**config.mk**
```make
export PLATFORM = sky130hd
export DESIGN_NAME = control_sequencer
export DESIGN_NICKNAME = d
export VERILOG_FILES = /design/src/rtl/control_sequencer.sv
export SDC_FILE = /design/constraint.sdc
export NUM_CORES = 1
export LEC_CHECK = 0
export BUFFER_PORTS_ARGS = -buffer_cell sky130_fd_sc_hd__buf_4
export CAP_MARGIN = 15
export CORE_MARGIN = 4
export CORE_UTILIZATION = 25
export CTS_BUF_LIST = sky130_fd_sc_hd__clkbuf_16
export CTS_CLUSTER_SIZE = 40
export DETAILED_ROUTE_END_ITERATION = 16
export PLACE_DENSITY = 0.5
export SYNTH_ARGS = -nofsm -noshare
export SYNTH_HDL_FRONTEND = slang
export SYNTH_SLANG_ARGS = --single-unit
```
**constraint.sdc**
```tcl
create_clock -name clock -period 3.7 [get_ports clock]
set_clock_uncertainty 0.05 [all_clocks]
set_input_delay 0.74 -clock clock [delete_from_list [all_inputs] [get_ports clock]]
set_output_delay 0.74 -clock clock [all_outputs]
set_load 0.02 [all_outputs]
```
**src/rtl/control_sequencer.sv**
```systemverilog
// Mini SRC single-bus control unit: fetch T0-T2, per-opcode execute T3-T7.
// Memory waits are bounded; a timeout latches mem_err and halts.
module control_sequencer #(
  parameter int          MEM_WAIT_MAX = 15,
  parameter logic [4:0]  OP_ADD       = 5'b00011
) (
  input  logic        clock,
  input  logic        reset_n,
  input  logic [31:0] ir,
  input  logic        con_ff,
  input  logic        mem_ready,
  output logic        gra,
  output logic        grb,
  output logic        grc,
  output logic        rin,
  output logic        rout,
  output logic        ba_out,
  output logic        pc_out,
  output logic        pc_in,
  output logic        inc_pc,
  output logic        mar_in,
  output logic        mdr_in,
  output logic        mdr_out,
  output logic        mem_read,
  output logic        mem_write,
  output logic        ir_in,
  output logic        y_in,
  output logic        z_in,
  output logic        c_out,
  output logic        zlow_out,
  output logic        zhigh_out,
  output logic        hi_in,
  output logic        lo_in,
  output logic        con_in,
  output logic [4:0]  alu_op,
  output logic        run,
  output logic        mem_err
);

  localparam int CW = $clog2(MEM_WAIT_MAX + 1);
  localparam logic [CW-1:0] LIMIT = CW'(MEM_WAIT_MAX - 1);

  typedef enum logic [3:0] {
    T0, T1, T2, T3, T4, T5, T6, T7, HALT
  } state_t;

  typedef struct packed {
    logic gra, grb, grc, rin, rout, ba_out;
    logic pc_out, pc_in, inc_pc;
    logic mar_in, mdr_in, mdr_out;
    logic mem_read, mem_write;
    logic ir_in, y_in, z_in, c_out;
    logic zlow_out, zhigh_out, hi_in, lo_in, con_in;
  } ctl_t;

  state_t          state, state_n;
  logic [CW-1:0]   wait_cnt;
  logic            cnt_inc, err_set, mem_wait;
  ctl_t            ctl, ctl_o;
  logic [4:0]      alu, op;
  logic            is_r, is_imm, is_ldi, is_ld, is_st;
  logic            is_md, is_br, is_jr, is_halt, is_base;
  logic            unused_ir;

  assign op        = ir[31:27];
  assign unused_ir = ^ir[26:0];
  assign is_r      = (op >= 5'd3) && (op <= 5'd11);
  assign is_imm    = (op >= 5'd12) && (op <= 5'd14);
  assign is_ldi    = (op == 5'd1);
  assign is_ld     = (op == 5'd0);
  assign is_st     = (op == 5'd2);
  assign is_md     = (op == 5'd15) || (op == 5'd16);
  assign is_br     = (op == 5'd19);
  assign is_jr     = (op == 5'd20);
  assign is_halt   = (op == 5'd27);
  assign is_base   = is_ldi || is_ld || is_st;

  always_ff @(posedge clock or negedge reset_n) begin
    if (!reset_n) begin
      state    <= T0;
      wait_cnt <= '0;
      mem_err  <= 1'b0;
    end else begin
      state    <= state_n;
      wait_cnt <= cnt_inc ? wait_cnt + CW'(1) : '0;
      mem_err  <= mem_err | err_set;
    end
  end

  always_comb begin
    ctl      = '0;
    alu      = '0;
    state_n  = state;
    mem_wait = 1'b0;
    cnt_inc  = 1'b0;
    err_set  = 1'b0;
    unique case (state)
      T0: begin
        ctl.pc_out = 1'b1; ctl.mar_in = 1'b1;
        ctl.inc_pc = 1'b1; ctl.z_in   = 1'b1;
        state_n = T1;
      end
      T1: begin
        ctl.zlow_out = 1'b1; ctl.pc_in  = 1'b1;
        ctl.mem_read = 1'b1; ctl.mdr_in = 1'b1;
        mem_wait = 1'b1;
        state_n  = T2;
      end
      T2: begin
        ctl.mdr_out = 1'b1; ctl.ir_in = 1'b1;
        state_n = T3;
      end
      T3: begin
        state_n = T4;
        unique case (1'b1)
          is_r, is_imm: begin
            ctl.grb = 1'b1; ctl.rout = 1'b1; ctl.y_in = 1'b1;
          end
          is_base: begin
            ctl.grb = 1'b1; ctl.ba_out = 1'b1; ctl.y_in = 1'b1;
          end
          is_md: begin
            ctl.gra = 1'b1; ctl.rout = 1'b1; ctl.y_in = 1'b1;
          end
          is_br: begin
            ctl.gra = 1'b1; ctl.rout = 1'b1; ctl.con_in = 1'b1;
          end
          is_jr: begin
            ctl.gra = 1'b1; ctl.rout = 1'b1; ctl.pc_in = 1'b1;
            state_n = T0;
          end
          is_halt: state_n = HALT;
          default: state_n = T0;
        endcase
      end
      T4: begin
        state_n = T5;
        unique case (1'b1)
          is_r: begin
            ctl.grc = 1'b1; ctl.rout = 1'b1; ctl.z_in = 1'b1;
            alu = op;
          end
          is_imm: begin
            ctl.c_out = 1'b1; ctl.z_in = 1'b1;
            alu = op;
          end
          is_base: begin
            ctl.c_out = 1'b1; ctl.z_in = 1'b1;
            alu = OP_ADD;
          end
          is_md: begin
            ctl.grb = 1'b1; ctl.rout = 1'b1; ctl.z_in = 1'b1;
            alu = op;
          end
          is_br: begin
            ctl.pc_out = 1'b1; ctl.y_in = 1'b1;
          end
          default: state_n = T0;
        endcase
      end
      T5: begin
        state_n = T6;
        unique case (1'b1)
          is_r, is_imm, is_ldi: begin
            ctl.zlow_out = 1'b1; ctl.gra = 1'b1; ctl.rin = 1'b1;
            state_n = T0;
          end
          is_ld, is_st: begin
            ctl.zlow_out = 1'b1; ctl.mar_in = 1'b1;
          end
          is_md: begin
            ctl.zlow_out = 1'b1; ctl.lo_in = 1'b1;
          end
          is_br: begin
            ctl.c_out = 1'b1; ctl.z_in = 1'b1;
            alu = OP_ADD;
          end
          default: state_n = T0;
        endcase
      end
      T6: begin
        state_n = T0;
        unique case (1'b1)
          is_ld: begin
            ctl.mem_read = 1'b1; ctl.mdr_in = 1'b1;
            mem_wait = 1'b1;
            state_n  = T7;
          end
          is_st: begin
            ctl.gra = 1'b1; ctl.rout = 1'b1; ctl.mdr_in = 1'b1;
            state_n = T7;
          end
          is_md: begin
            ctl.zhigh_out = 1'b1; ctl.hi_in = 1'b1;
          end
          is_br: begin
            ctl.zlow_out = con_ff; ctl.pc_in = con_ff;
          end
          default: ;
        endcase
      end
      T7: begin
        state_n = T0;
        unique case (1'b1)
          is_ld: begin
            ctl.mdr_out = 1'b1; ctl.gra = 1'b1; ctl.rin = 1'b1;
          end
          is_st: begin
            ctl.mem_write = 1'b1;
            mem_wait = 1'b1;
          end
          default: ;
        endcase
      end
      HALT:    state_n = HALT;
      default: state_n = T0;
    endcase
    // Stalled memory step: hold the strobes, count, give up at the limit.
    if (mem_wait && !mem_ready) begin
      if (wait_cnt == LIMIT) begin
        state_n = HALT;
        err_set = 1'b1;
      end else begin
        state_n = state;
        cnt_inc = 1'b1;
      end
    end
  end

  assign ctl_o     = reset_n ? ctl : '0;
  assign alu_op    = reset_n ? alu : '0;
  assign run       = (state != HALT);
  assign gra       = ctl_o.gra;
  assign grb       = ctl_o.grb;
  assign grc       = ctl_o.grc;
  assign rin       = ctl_o.rin;
  assign rout      = ctl_o.rout;
  assign ba_out    = ctl_o.ba_out;
  assign pc_out    = ctl_o.pc_out;
  assign pc_in     = ctl_o.pc_in;
  assign inc_pc    = ctl_o.inc_pc;
  assign mar_in    = ctl_o.mar_in;
  assign mdr_in    = ctl_o.mdr_in;
  assign mdr_out   = ctl_o.mdr_out;
  assign mem_read  = ctl_o.mem_read;
  assign mem_write = ctl_o.mem_write;
  assign ir_in     = ctl_o.ir_in;
  assign y_in      = ctl_o.y_in;
  assign z_in      = ctl_o.z_in;
  assign c_out     = ctl_o.c_out;
  assign zlow_out  = ctl_o.zlow_out;
  assign zhigh_out = ctl_o.zhigh_out;
  assign hi_in     = ctl_o.hi_in;
  assign lo_in     = ctl_o.lo_in;
  assign con_in    = ctl_o.con_in;

endmodule

```
======== Word level (Yosys, flattened, before mapping) ========
Cells that the tools add are included.
operators by class
  add/sub/neg operators ................... 1
  reductions and logical operators ........ 21
  muxes and demuxes ....................... 59
  equality and inequality tests ........... 18
  order comparisons ....................... 4
  bitwise operators ....................... 1
operators with widths
  kind                number
  $pmux 4 s8          1
  $mux 1              28
  $mux 23             1
  $eq 5x5->1 const B  4
  $pmux 5 s2          2
  $pmux 1 s2          9
  $eq 4x3->1 const B  4
  $pmux 1 s3          5
  $mux 4              3
  $reduce_or 3->1     4
  $le 5x4->1 const B  2
  $reduce_or 5->1     2
  $mux 3              3
  $eq 4x2->1 const B  2
  $eq 4x4->1 const B  2
  $mux 2              4
  $pmux 4 s2          1
  $reduce_or 4->1     2
  $reduce_or 2->1     3
  $reduce_or 6->1     1
  $eq 5x1->1 const B  1
  $eq 5x2->1 const B  1
  $eq 5x4->1 const B  1
  $ge 5x2->1 const B  1
  13 further kinds    17
storage, ports and cells
  output and inout bits ................... 30
  logic and storage cells ................. 107
  flip-flop bits (word level) ............. 9
  bits of input ports ..................... 36

======== Logic depth before layout (Yosys ltp) ========
Gate-level depths: netlist of run 1.
  depth after elaboration ................. 7
  gate-level depth with buffers ........... 7
  depth with buffers taken out ............ 5

======== Least setup slack after synthesis of run 1 ========
OpenSTA, ideal clock, no wires.
  kind .................................... input port to output port
  from .................................... input port ir[27]
  to ...................................... output port grc
  arrival time ............................ 2.311 ns
  data required time ...................... 2.910 ns
  stages on the path ...................... 5
  path buffers ............................ 2
  slack ................................... 0.599 ns
  path through ............................ buf_2 -> and2_1 -> clkbuf_1 -> nor2_1 -> a2111oi_0
on the way
  word-level cells in the longest chain between the ends .. 5
  elaborated cells on any way between the ends .. 6
  those cells by class .................... order compare: 2; mux: 3; reduce/logical: 1
ends and longest elaborated chain
  element                                   line  text
  from (decl)                               9     input logic [31:0] ir,
  $ge 5x2->1 or $le 5x4->1 (tied branches)  67    assign is_r = (op >= 5'd3) && (op <= 5'd11);
  $logic_and 1x1->1 *                       67
  $mux 1 *                                  138   unique case (1'b1)
  $mux 1 *                                  97    unique case (state)
  $mux 23 *                                 230   assign ctl_o = reset_n ? ctl : '0;
  to (decl)                                 14    output logic grc,
Every way passes the cells marked *; elsewhere a longest branch is shown, timed or not.

======== Worst setup path after layout of run 1 ========
  from .................................... input port ir[27]
  to ...................................... output port alu_op[1]
on the way
  word-level cells in the longest chain between the ends .. 6
  elaborated cells on any way between the ends .. 20
  those cells by class .................... order compare: 4; eq/ne: 5; mux: 4; reduce/logical: 7
ends and longest elaborated chain
  element                                                               line  text
  $ge 5x2->1, or another cell as far along                              67
  $logic_and 1x1->1, or another cell as far along                       67
  $reduce_or 3->1 (no source line) or $logic_or 1x1->1 (tied branches)  -
  $pmux 5 s2                                                            138
  $pmux 5 s2 *                                                          97
  $mux 5 *                                                              231   assign alu_op = reset_n ? alu : '0;
  to (decl)                                                             35    output logic [4:0] alu_op,
Marks and branches as above.

==> impl_metrics.csv, run 1 <==
group,metric,value,unit
die,ios,66,
drt,drt_iter0_markers,116,
cts,cts.htree.levels,1,
cts,cts_buffer_depth,2,
power_and_ir_drop,vdd_drop_max,194,uV
layout,final_common_cell,"buf_4",
yosys,ys_ff_latch,9,
yosys,synth-warning-count,0,
yosys,syn-mean-instance-area,6.84,um2
die,die_h,76.6,um
drt,ant_nets,0,
die,die_area,0.00587,mm2
cts,cts_made_buffers,3,
worst_setup_path,end_kind,"output port",
yosys,syn_inst,172,
timing,tightest_slew,662,ps
power_and_ir_drop,leakage,0.661,nW
worst_setup_path,path_cells,"buf_4 -> and2_1 -> nand3_1 -> nor3_1 -> o21ai_0 -> nor2_1 -> buf_4",
global_routing,gr-total-overflow,0,
layout,final_cell_mix,"buf_4, nor2_1, nand2_1",
yosys,yosys.area.top_type_share,19.1,%
place,io_buffers,38,
cts,cts_hold_buf,0,
power_and_ir_drop,power.share.sequential,24.0,%
power_and_ir_drop,switchingPower,0.000359,W
die,die_w,76.6,um
worst_setup_path,critPathKind,"in2out",
drt,drt-pass1-iter-count,4,
global_routing,grt_start_max_net_pins,25,
worst_setup_path,r2r_start,"state[0]$_DFFE_PN0N_",
power_and_ir_drop,sw_frac_of_total,45.0,%
global_routing,antenna_found_initial,0,
die,initial_core_util,26.5,%
place,hpwl,2.75,mm
die,num_rows,24,
power_and_ir_drop,p_int,0.000440,W
cts,cts_resized,0,
layout,fill_cells,492,
job,cap_violations,0,
cts,cts_tree,"yes",
layout,finalNetCount,239,
worst_setup_path,reg2reg_slack,1540,ps
worst_setup_path,r2r_end,"state[1]$_DFFE_PN0N_",
drt,wire_per_inst,14.2,um
yosys,ys_seq_area_share,19.1,%
power_and_ir_drop,p_per_area,520,mW/mm2
global_routing,grt_pass1_vias,1263,
yosys,syn_area,0.00118,mm2
yosys,synth.area.top_cells,"dfrtp_1, nor2_1, nand2_1, a21oi_1, o21ai_0",
layout,syn2layout_area_growth,30.7,%
yosys,synth.largest_area_cell,"dfrtp_1",
worst_setup_path,slowest_delay,270,ps
die,core,0.00444,mm2
cts,cts.clk_slew.worst_paths,40,ps
worst_setup_path,critical_path_required,2910,ps
place,dpl_cell_area,0.00146,mm2
power_and_ir_drop,power_frac_clock,23.7,%
worst_setup_path,r2r_cells,5,
timing,max_freq,329,MHz
layout,fin_area,0.00154,mm2
drt,routed_wl,3.59,mm
yosys,yosysUniqueCellTypes,48,
min_path,min_path_type,"in2async",
worst_setup_path,cp.arrival,2250,ps
drt,viasPerCell,5.24,
layout,drive_gt1_share,24.5,%
drt,vias,1321,
timing,min_period,3040,ps
timing,finalSetupViolations,0,
run_status,outcome,"finished, final reports clean",
timing,rsz0062_at_grt,"no",
worst_setup_path,critPathSlowestCell,"nor3_1",
place,place_congestion,0.819,
worst_setup_path,crit_path_max_fanout,9,
timing,finalSetupTns,0,ps
timing,slew_headroom,55.2,%
timing,fin_crit_sh,82.1,%
worst_setup_path,crit_path_start_kind,"input port",
global_routing,grt_pass1_wl,6.07,mm
cts,post_cts_buffers,0,
layout,diodes,0,
yosys,synthesis.nets,210,
power_and_ir_drop,combPwrFrac,52.3,%
cts,cts_root_buf,"clkbuf_16",
drt,drc,0,
timing,timing.final.hold_violations,0,
global_routing,grtUsageTotal,12.1,%
cts,insertion_delay,240,ps
timing,slew_viol_final,0,
worst_setup_path,cp_common_cell,"buf_4",
cts,clock-sinks,9,
## cell families (layout without fill, tap and decap cells)
group	count (synthesis)	in the layout	synth area share (%)
AOI/OAI and AO/OA	45	45	25.2
xor gates and xnor gates	4	4	2.98
adders and majority gates	2	2	2.13
buffers and inverters	22	50	8.62
DFF	9	9	19.1
and+or+nand+nor	90	90	41.9
## how the worst max path moves through the flow
stage / startpoint / end / slack [ps] / depth (start not counted)
floorplan: ir[27] / grc / 600 / 5
global placement: ir[27] / alu_op[1] / 640 / 7
detailed placement: ir[27] / alu_op[0] / 680 / 7
CTS: ir[27] / alu_op[0] / 680 / 7
global route: ir[27] / alu_op[1] / 460 / 7
finish: ir[27] / alu_op[1] / 660 / 7
## metrics by stage
stage / power (W) / hold slack, ps / std cells / setup slack, ps / util [%]
after floorplan: 0.000488 / 394 / 172 / 599 / -
after global placement: 0.000612 / 408 / 248 / 644 / 32.8
after detailed placement: 0.000611 / 413 / 248 / 680 / 32.8
after CTS: 0.000806 / 331 / 252 / 678 / 34.6
after global routing: 0.000869 / 340 / 252 / 457 / 34.6
final: 0.000799 / 327 / 252 / 662 / 34.6
## synthesized netlist by cell type, drive strengths merged
cell     instances
o22ai            2
o21a             3
xnor2            1
a211o            1
and4bb           1
nor3b            2
or3              2
a2111oi          2
a31oi            6
dfrtp            9
nor2            25
o21ai            9
or3b             3
nor3             8
nor4             1
and2             3
nand2b           6
buf              8
a22o             2
inv              7
clkbuf           7
and3             2
o31ai            2
nand2           17
nand4            1
nand3            5
a32o             1
nor4b            3
a21oi           12
a211oi           2
and2b            1
a21o             1
ha               2
xor2             3
nor2b            4
or2              1
a21boi           1
a221oi           1
nand3b           4
nand4b           1
## power by group through the flow
| stage | clock network (W) | registers, W | logic (W) |
|---|---|---|---|
| after floorplan | 0 | 0.000127 | 0.000361 |
| after global placement | 0 | 0.000191 | 0.000421 |
| after detailed placement | 0 | 0.000192 | 0.000419 |
| after CTS | 0.000194 | 0.000190 | 0.000422 |
| after global routing | 0.000201 | 0.000204 | 0.000465 |
| final | 0.000190 | 0.000192 | 0.000418 |
## flip-flops by register name, indices dropped and copies added (netlist names)
register / flops
state: 4
wait_cnt: 4
mem_err: 1
## metal layers
layer | vias up | routed length, um | track usage (%)
li1 | 670 | - | -
met1 | 603 | 1820 | 18.4
met2 | 42 | 1520 | 17.9
met3 | 6 | 194 | 1.30
met4 | 0 | 46 | 2.90
met5 | - | 0 | 0
## layout make-up
class | count | area (um2) | area share [%]
tap | 52 | 65.1 | 4.23
timing repair buffer | 39 | 293 | 19.0
clock inverter | 1 | 3.75 | 0.244
clock buffer | 3 | 75.1 | 4.88
inverter | 7 | 26.3 | 1.71
multi-input combinational | 141 | 850 | 55.2
sequential | 9 | 225 | 14.6
## worst max-delay path, delay by kind of cell
family / cells / cell delay, ps
AOI/OAI and AO/OA: 1 / 270
and+or+nand+nor: 4 / 940
buffers and inverters: 2 / 290
Note: power is estimated with default switching activity, not from simulation.
==> inputs of run 2 (changes only) <==
--- a/config.mk
+++ b/config.mk
@@ -12,7 +12,7 @@
 export CTS_BUF_LIST = sky130_fd_sc_hd__clkbuf_16
 export CTS_CLUSTER_SIZE = 40
 export DETAILED_ROUTE_END_ITERATION = 16
-export PLACE_DENSITY = 0.5
+export PLACE_DENSITY = 0.52
 export SYNTH_ARGS = -nofsm -noshare
 export SYNTH_HDL_FRONTEND = slang
 export SYNTH_SLANG_ARGS = --single-unit
==> constraint.sdc (replaced) <==
create_clock -name clock -period 2.5 [get_ports clock]
set_clock_uncertainty 0.05 [all_clocks]
set_input_delay 0.5 -clock clock [delete_from_list [all_inputs] [get_ports clock]]
set_output_delay 0.5 -clock clock [all_outputs]
set_load 0.02 [all_outputs]
==> run 2 against run 1 <==
Count of clock-buffer cells in the layout unchanged. Critical path type unchanged. Critical endpoint is now gra. Critical path depth is 1 higher. Global-route usage grew 1.0 points. Register-to-register slack got worse by 1200 ps. Die area is the same. Power is 62% higher. Sequential share of layout area shrank 1.6 points. Core utilization is 4.8 points higher. Highest routed layer is now met3. Cell area increased by 14%. Worst hold slack lost 110 ps.
==> impl_metrics.csv, run 2 (synthesis gave the netlist of run 1 again) <==
group,metric,value,unit
run_status,outcome,"finished, final reports clean",
drt,routed_wl,3.84,mm
cts,clock-sinks,9,
global_routing,grt_pass1_vias,1315,
power_and_ir_drop,combPwrFrac,60.5,%
layout,diodes,0,
global_routing,grt_pass1_wl,6.38,mm
timing,tightest_slew,599,ps
timing,slew_viol_final,0,
drt,wire_per_inst,14.0,um
timing,slew_headroom,60.0,%
cts,cts_root_buf,"clkbuf_16",
power_and_ir_drop,power.share.sequential,18.4,%
timing,max_freq,410,MHz
layout,multiInputGateArea,895,um2
layout,utilization,39.4,%
layout,drive_gt1_share,36.9,%
cts,cts_buffer_depth,2,
drt,vias,1407,
die,ios,66,
layout,fill_cells,468,
worst_setup_path,cp.arrival,1890,ps
worst_setup_path,critical_path_required,1950,ps
power_and_ir_drop,sw_frac_of_total,42.3,%
timing,setup_ws,63.1,ps
cts,insertion_delay,230,ps
global_routing,grtUsageTotal,13.1,%
layout,top_regs,"state: 4 flops, wait_cnt: 4 flops, mem_err: 1 flops",
worst_setup_path,crit_path_max_fanout,8,
worst_setup_path,end_kind,"output port",
place,io_buffers,38,
drt,drc,0,
cts,cts_made_buffers,3,
job,cap_violations,0,
timing,rsz0062_at_grt,"yes",
power_and_ir_drop,power_frac_clock,21.1,%
worst_setup_path,crit_path_start_kind,"input port",
min_path,min_path_type,"in2async",
worst_setup_path,critPathKind,"in2out",
place,pre_cts_ws,24.7,ps
cts,cts.clk_slew.worst_paths,40,ps
global_routing,gr-total-overflow,0,
die,num_rows,24,
layout,final_common_cell,"buf_4",
layout,syn2layout_area_growth,48.8,%
power_and_ir_drop,p_int,0.000749,W
die,initial_core_util,26.5,%
die,die_area,0.00587,mm2
drt,drt_iter0_markers,117,
die,die_w,76.6,um
drt,ant_nets,0,
timing,timing.final.hold_violations,0,
power_and_ir_drop,vdd_drop_max,225,uV
timing,finalSetupViolations,0,
power_and_ir_drop,p_per_area,741,mW/mm2
timing,holdWs,216,ps
place,hpwl,3.09,mm
power_and_ir_drop,leakage,0.770,nW
timing,fin_crit_sh,97.5,%
layout,final_cell_mix,"buf_4, nor2_1, nand2_1",
drt,drt-pass1-iter-count,4,
global_routing,antenna_found_initial,0,
layout,regArea,228,um2
die,core,0.00444,mm2
global_routing,grt_start_max_net_pins,14,
layout,finalNetCount,261,
worst_setup_path,reg2reg_slack,350,ps
place,place_congestion,0.867,
cts,cts.htree.levels,1,
drt,viasPerCell,5.14,
power_and_ir_drop,switchingPower,0.000549,W
die,die_h,76.6,um
timing,min_period,2440,ps
cts,cts_tree,"yes",
run 2: cell count changes in the layout (fill, tap and decap cells not counted), moves of 2 or more:
cell / before / now
a21oi_1: 11 / 9
nor2_1: 25 / 23
dfrtp_1: 9 / 7
buf_4: 39 / 61
dfrtp_2: 0 / 2
nor2_2: 0 / 2
run 2: per-layer routing:
metal	vias up	wire length [um]	global-route usage, %
met5	-	0	0
met4	0	0	1.09
met3	0	166	2.36
met2	33	1720	19.9
met1	663	1960	19.8
li1	711	-	-
run 2: power by group through the flow:
stage	Combinational [W]	Sequential, W	Clock (W)
floorplan	0.000538	0.000188	0
global placement	0.000765	0.000237	0
detailed placement	0.000764	0.000237	0
CTS	0.000768	0.000235	0.000281
global route	0.000863	0.000250	0.000293
finish	0.000785	0.000239	0.000274
run 2: worst max-delay path, stage by stage:
cell and delay (ps):
buf_4 130, buf_4 160, or2_1 280, nor2_1 150, inv_1 80, a31oi_1 290, a221oi_2 120, buf_4 170
run 2: layout make-up:
type,count,area share [%]
inverter,7,1.50
timing repair buffer,61,26.2
sequential,9,13.0
multi-input combinational,141,51.1
clock inverter,1,0.214
tap,52,3.72
clock buffer,3,4.29
run 2: repair_timing:
item                                    in CTS  in global routing
hold buffers                                 0                  0
gates resized for setup                      0                 12
hold endpoints to repair                     0                  0
buffers inserted                             0                  1
endpoints found under the setup margin       0                 14
run 2: stage by stage:
stage	instances	total power [W]	instance area, um2	setup TNS [ps]
6_report	274	0.00130	1750	0
3_5_place_dp	269	0.00100	1620	0
4_1_cts	273	0.00128	1700	0
2_1_floorplan	172	0.000726	1180	0
5_1_grt	274	0.00141	1750	-3.12
3_3_place_gp	269	0.00100	1620	0
run 2: path summary, 6_finish.rpt:
kind | start | to | cells past startpoint
worst max-delay path | ir[29] | gra | 8
worst min-delay path | reset_n | wait_cnt[0]$_DFF_PN0_ | 2
worst max register to register | state[2]$_DFFE_PN0N_ | state[1]$_DFFE_PN0N_ | 6
worst min register to register | mem_err$_DFF_PN0_ | mem_err$_DFF_PN0_ | 1
max in group asynchronous | reset_n | state[2]$_DFFE_PN0N_ | 2
min in group clock | mem_err$_DFF_PN0_ | mem_err$_DFF_PN0_ | 1
==> inputs of run 3 (changes only) <==
--- a/config.mk
+++ b/config.mk
@@ -7,7 +7,6 @@
 export LEC_CHECK = 0
 export BUFFER_PORTS_ARGS = -buffer_cell sky130_fd_sc_hd__buf_4
 export CAP_MARGIN = 15
-export CORE_MARGIN = 4
 export CORE_UTILIZATION = 25
 export CTS_BUF_LIST = sky130_fd_sc_hd__clkbuf_16
 export CTS_CLUSTER_SIZE = 40
==> run 3 against run 2 <==
The flow now finishes with violations (design-rule violations). Die area is 15% lower. Core utilization is 0.056 points lower. Combinational power is 2% lower. Register-to-register slack better by 70 ps. Count of clock-buffer cells in the layout stayed put. Clock power hardly changed. Cell count stayed put. Worst hold slack better by 26 ps. Via count hardly changed. Critical endpoint unchanged.
==> impl_metrics.csv, run 3 (synthesis gave the netlist of run 1 again) <==
group,metric,value,unit
run_status,outcome,"complete, but fails checks",
run_status,violations,"design-rule violations",
layout,final_common_cell,"buf_4",
timing,min_period,2440,ps
cts,cts.htree.levels,1,
worst_setup_path,end_kind,"output port",
cts,cts_tree,"yes",
timing,slew_headroom,65.4,%
worst_setup_path,r2r_end,"state[1]$_DFFE_PN0N_",
worst_setup_path,critPathKind,"in2out",
place,dpl_cell_area,0.00162,mm2
drt,ant_nets,0,
drt,routed_wl,3.73,mm
worst_setup_path,r2r_start,"state[1]$_DFFE_PN0N_",
global_routing,grt_pass1_vias,1297,
cts,cts_hold_buf,0,
worst_setup_path,r2r_cells,6,
die,die_area,0.00498,mm2
global_routing,grt_start_max_net_pins,17,
timing,timing.final.hold_violations,0,
global_routing,grt_pass1_wl,6.24,mm
job,cap_violations,0,
drt,drt_iter0_markers,128,
place,hpwl,2.94,mm
power_and_ir_drop,p_per_area,744,mW/mm2
power_and_ir_drop,leakage,0.765,nW
power_and_ir_drop,combPwrFrac,58.9,%
layout,fin_cells,274,
cts,cts.clk_slew.worst_paths,40,ps
place,dp.cells,268,
global_routing,antenna_found_initial,0,
die,core,0.00444,mm2
timing,max_freq,409,MHz
drt,vias,1408,
cts,cts_buffer_depth,2,
place,io_buffers,38,
die,initial_core_util,26.5,%
die,num_rows,24,
cts,cts_made_buffers,3,
layout,finalNetCount,261,
drt,drc,4,
layout,diodes,0,
layout,utilization,39.3,%
cts,insertion_delay,230,ps
die,ios,66,
layout,drive_gt1_share,37.8,%
power_and_ir_drop,power.share.sequential,19.9,%
die,die_h,70.6,um
layout,top_regs,"state: 4 flops, wait_cnt: 4 flops, mem_err: 1 flops",
drt,wire_per_inst,13.6,um
worst_setup_path,critical_path_required,1950,ps
power_and_ir_drop,switchingPower,0.000555,W
power_and_ir_drop,sw_frac_of_total,42.7,%
global_routing,grtUsageTotal,15.7,%
cts,cts_root_buf,"clkbuf_16",
die,die_w,70.6,um
timing,holdWs,242,ps
worst_setup_path,crit_path_max_fanout,11,
layout,syn2layout_area_growth,48.6,%
power_and_ir_drop,vdd_drop_max,268,uV
layout,fin_area,0.00175,mm2
timing,finalSetupViolations,0,
timing,rsz0062_at_grt,"no",
place,place_congestion,0.828,
timing,slew_viol_final,0,
min_path,min_path_type,"in2async",
timing,fin_crit_sh,97.7,%
power_and_ir_drop,power_frac_clock,21.2,%
timing,finalSetupTns,0,ps
layout,final_cell_mix,"buf_4, nor2_1, nand2_1",
cts,clock-sinks,9,
drt,drt-pass1-iter-count,10,
timing,tightest_slew,518,ps
worst_setup_path,cp.arrival,1890,ps
power_and_ir_drop,p_int,0.000745,W
global_routing,gr-total-overflow,0,
worst_setup_path,crit_path_start_kind,"input port",
worst_setup_path,reg2reg_slack,420,ps
drt,viasPerCell,5.14,
[run 3: cell counts in the layout (fill, tap and decap cells not counted)]
Identical to the previous run, type by type.
[run 3: final cells by class]
class                   count  area, um2
fillers                   497       2700
multi-input cells         141        890
repair buffers             61        458
flip-flops and latches      9        230
clock buffers               3       75.1
well taps                  52       65.1
inverters                   7       26.3
clock inverters             1       3.75
[run 3: critical path, stage by stage]
cell and delay [ps]:
buf_4 150, or3b_1 380, a21oi_2 190, o21a_1 130, a21oi_1 60, a221oi_2 300
buf_4 180
[run 3: how the worst max path moves through the flow]
| stage | from | to | cells past startpoint |
|---|---|---|---|
| final | ir[30] | gra | 7 |
| after CTS | ir[29] | gra | 7 |
| after global placement | ir[29] | gra | 7 |
| after detailed placement | ir[29] | gra | 7 |
| after global routing | state[1]$_DFFE_PN0N_ | pc_in | 6 |
| after floorplan | state[3]$_DFFE_PN0N_ | grc | 5 |
[run 3: through the flow]
stage               setup WS (ps)  total power, W
floorplan                    55.9        0.000726
global placement             18.3        0.000981
detailed placement           44.2        0.000975
CTS                          30.7         0.00126
global route                 3.57         0.00141
finish                       56.4         0.00130
[run 3: repair_timing]
item / in CTS / in global routing
buffers inserted: 0 / 2
pin swaps: 0 / 0
setup endpoints to repair: 2 / 9
resized for setup: 2 / 10
[run 3: metal layers]
metal  track usage [%]  up-vias  part of all wire [%]
met5                 0        -                     0
met4              3.33        0                  0.89
met3              2.42        5                   4.3
met2              23.8       38                    44
met1              23.5      658                    51
li1                  -      707                     -
[run 3: power by group through the flow]
stage / clock, W / sequential, W / combinational [W]
after floorplan: 0 / 0.000188 / 0.000538
after global placement: 0 / 0.000258 / 0.000723
after detailed placement: 0 / 0.000253 / 0.000722
after CTS: 0.000280 / 0.000256 / 0.000726
after global routing: 0.000292 / 0.000273 / 0.000845
final: 0.000275 / 0.000259 / 0.000766
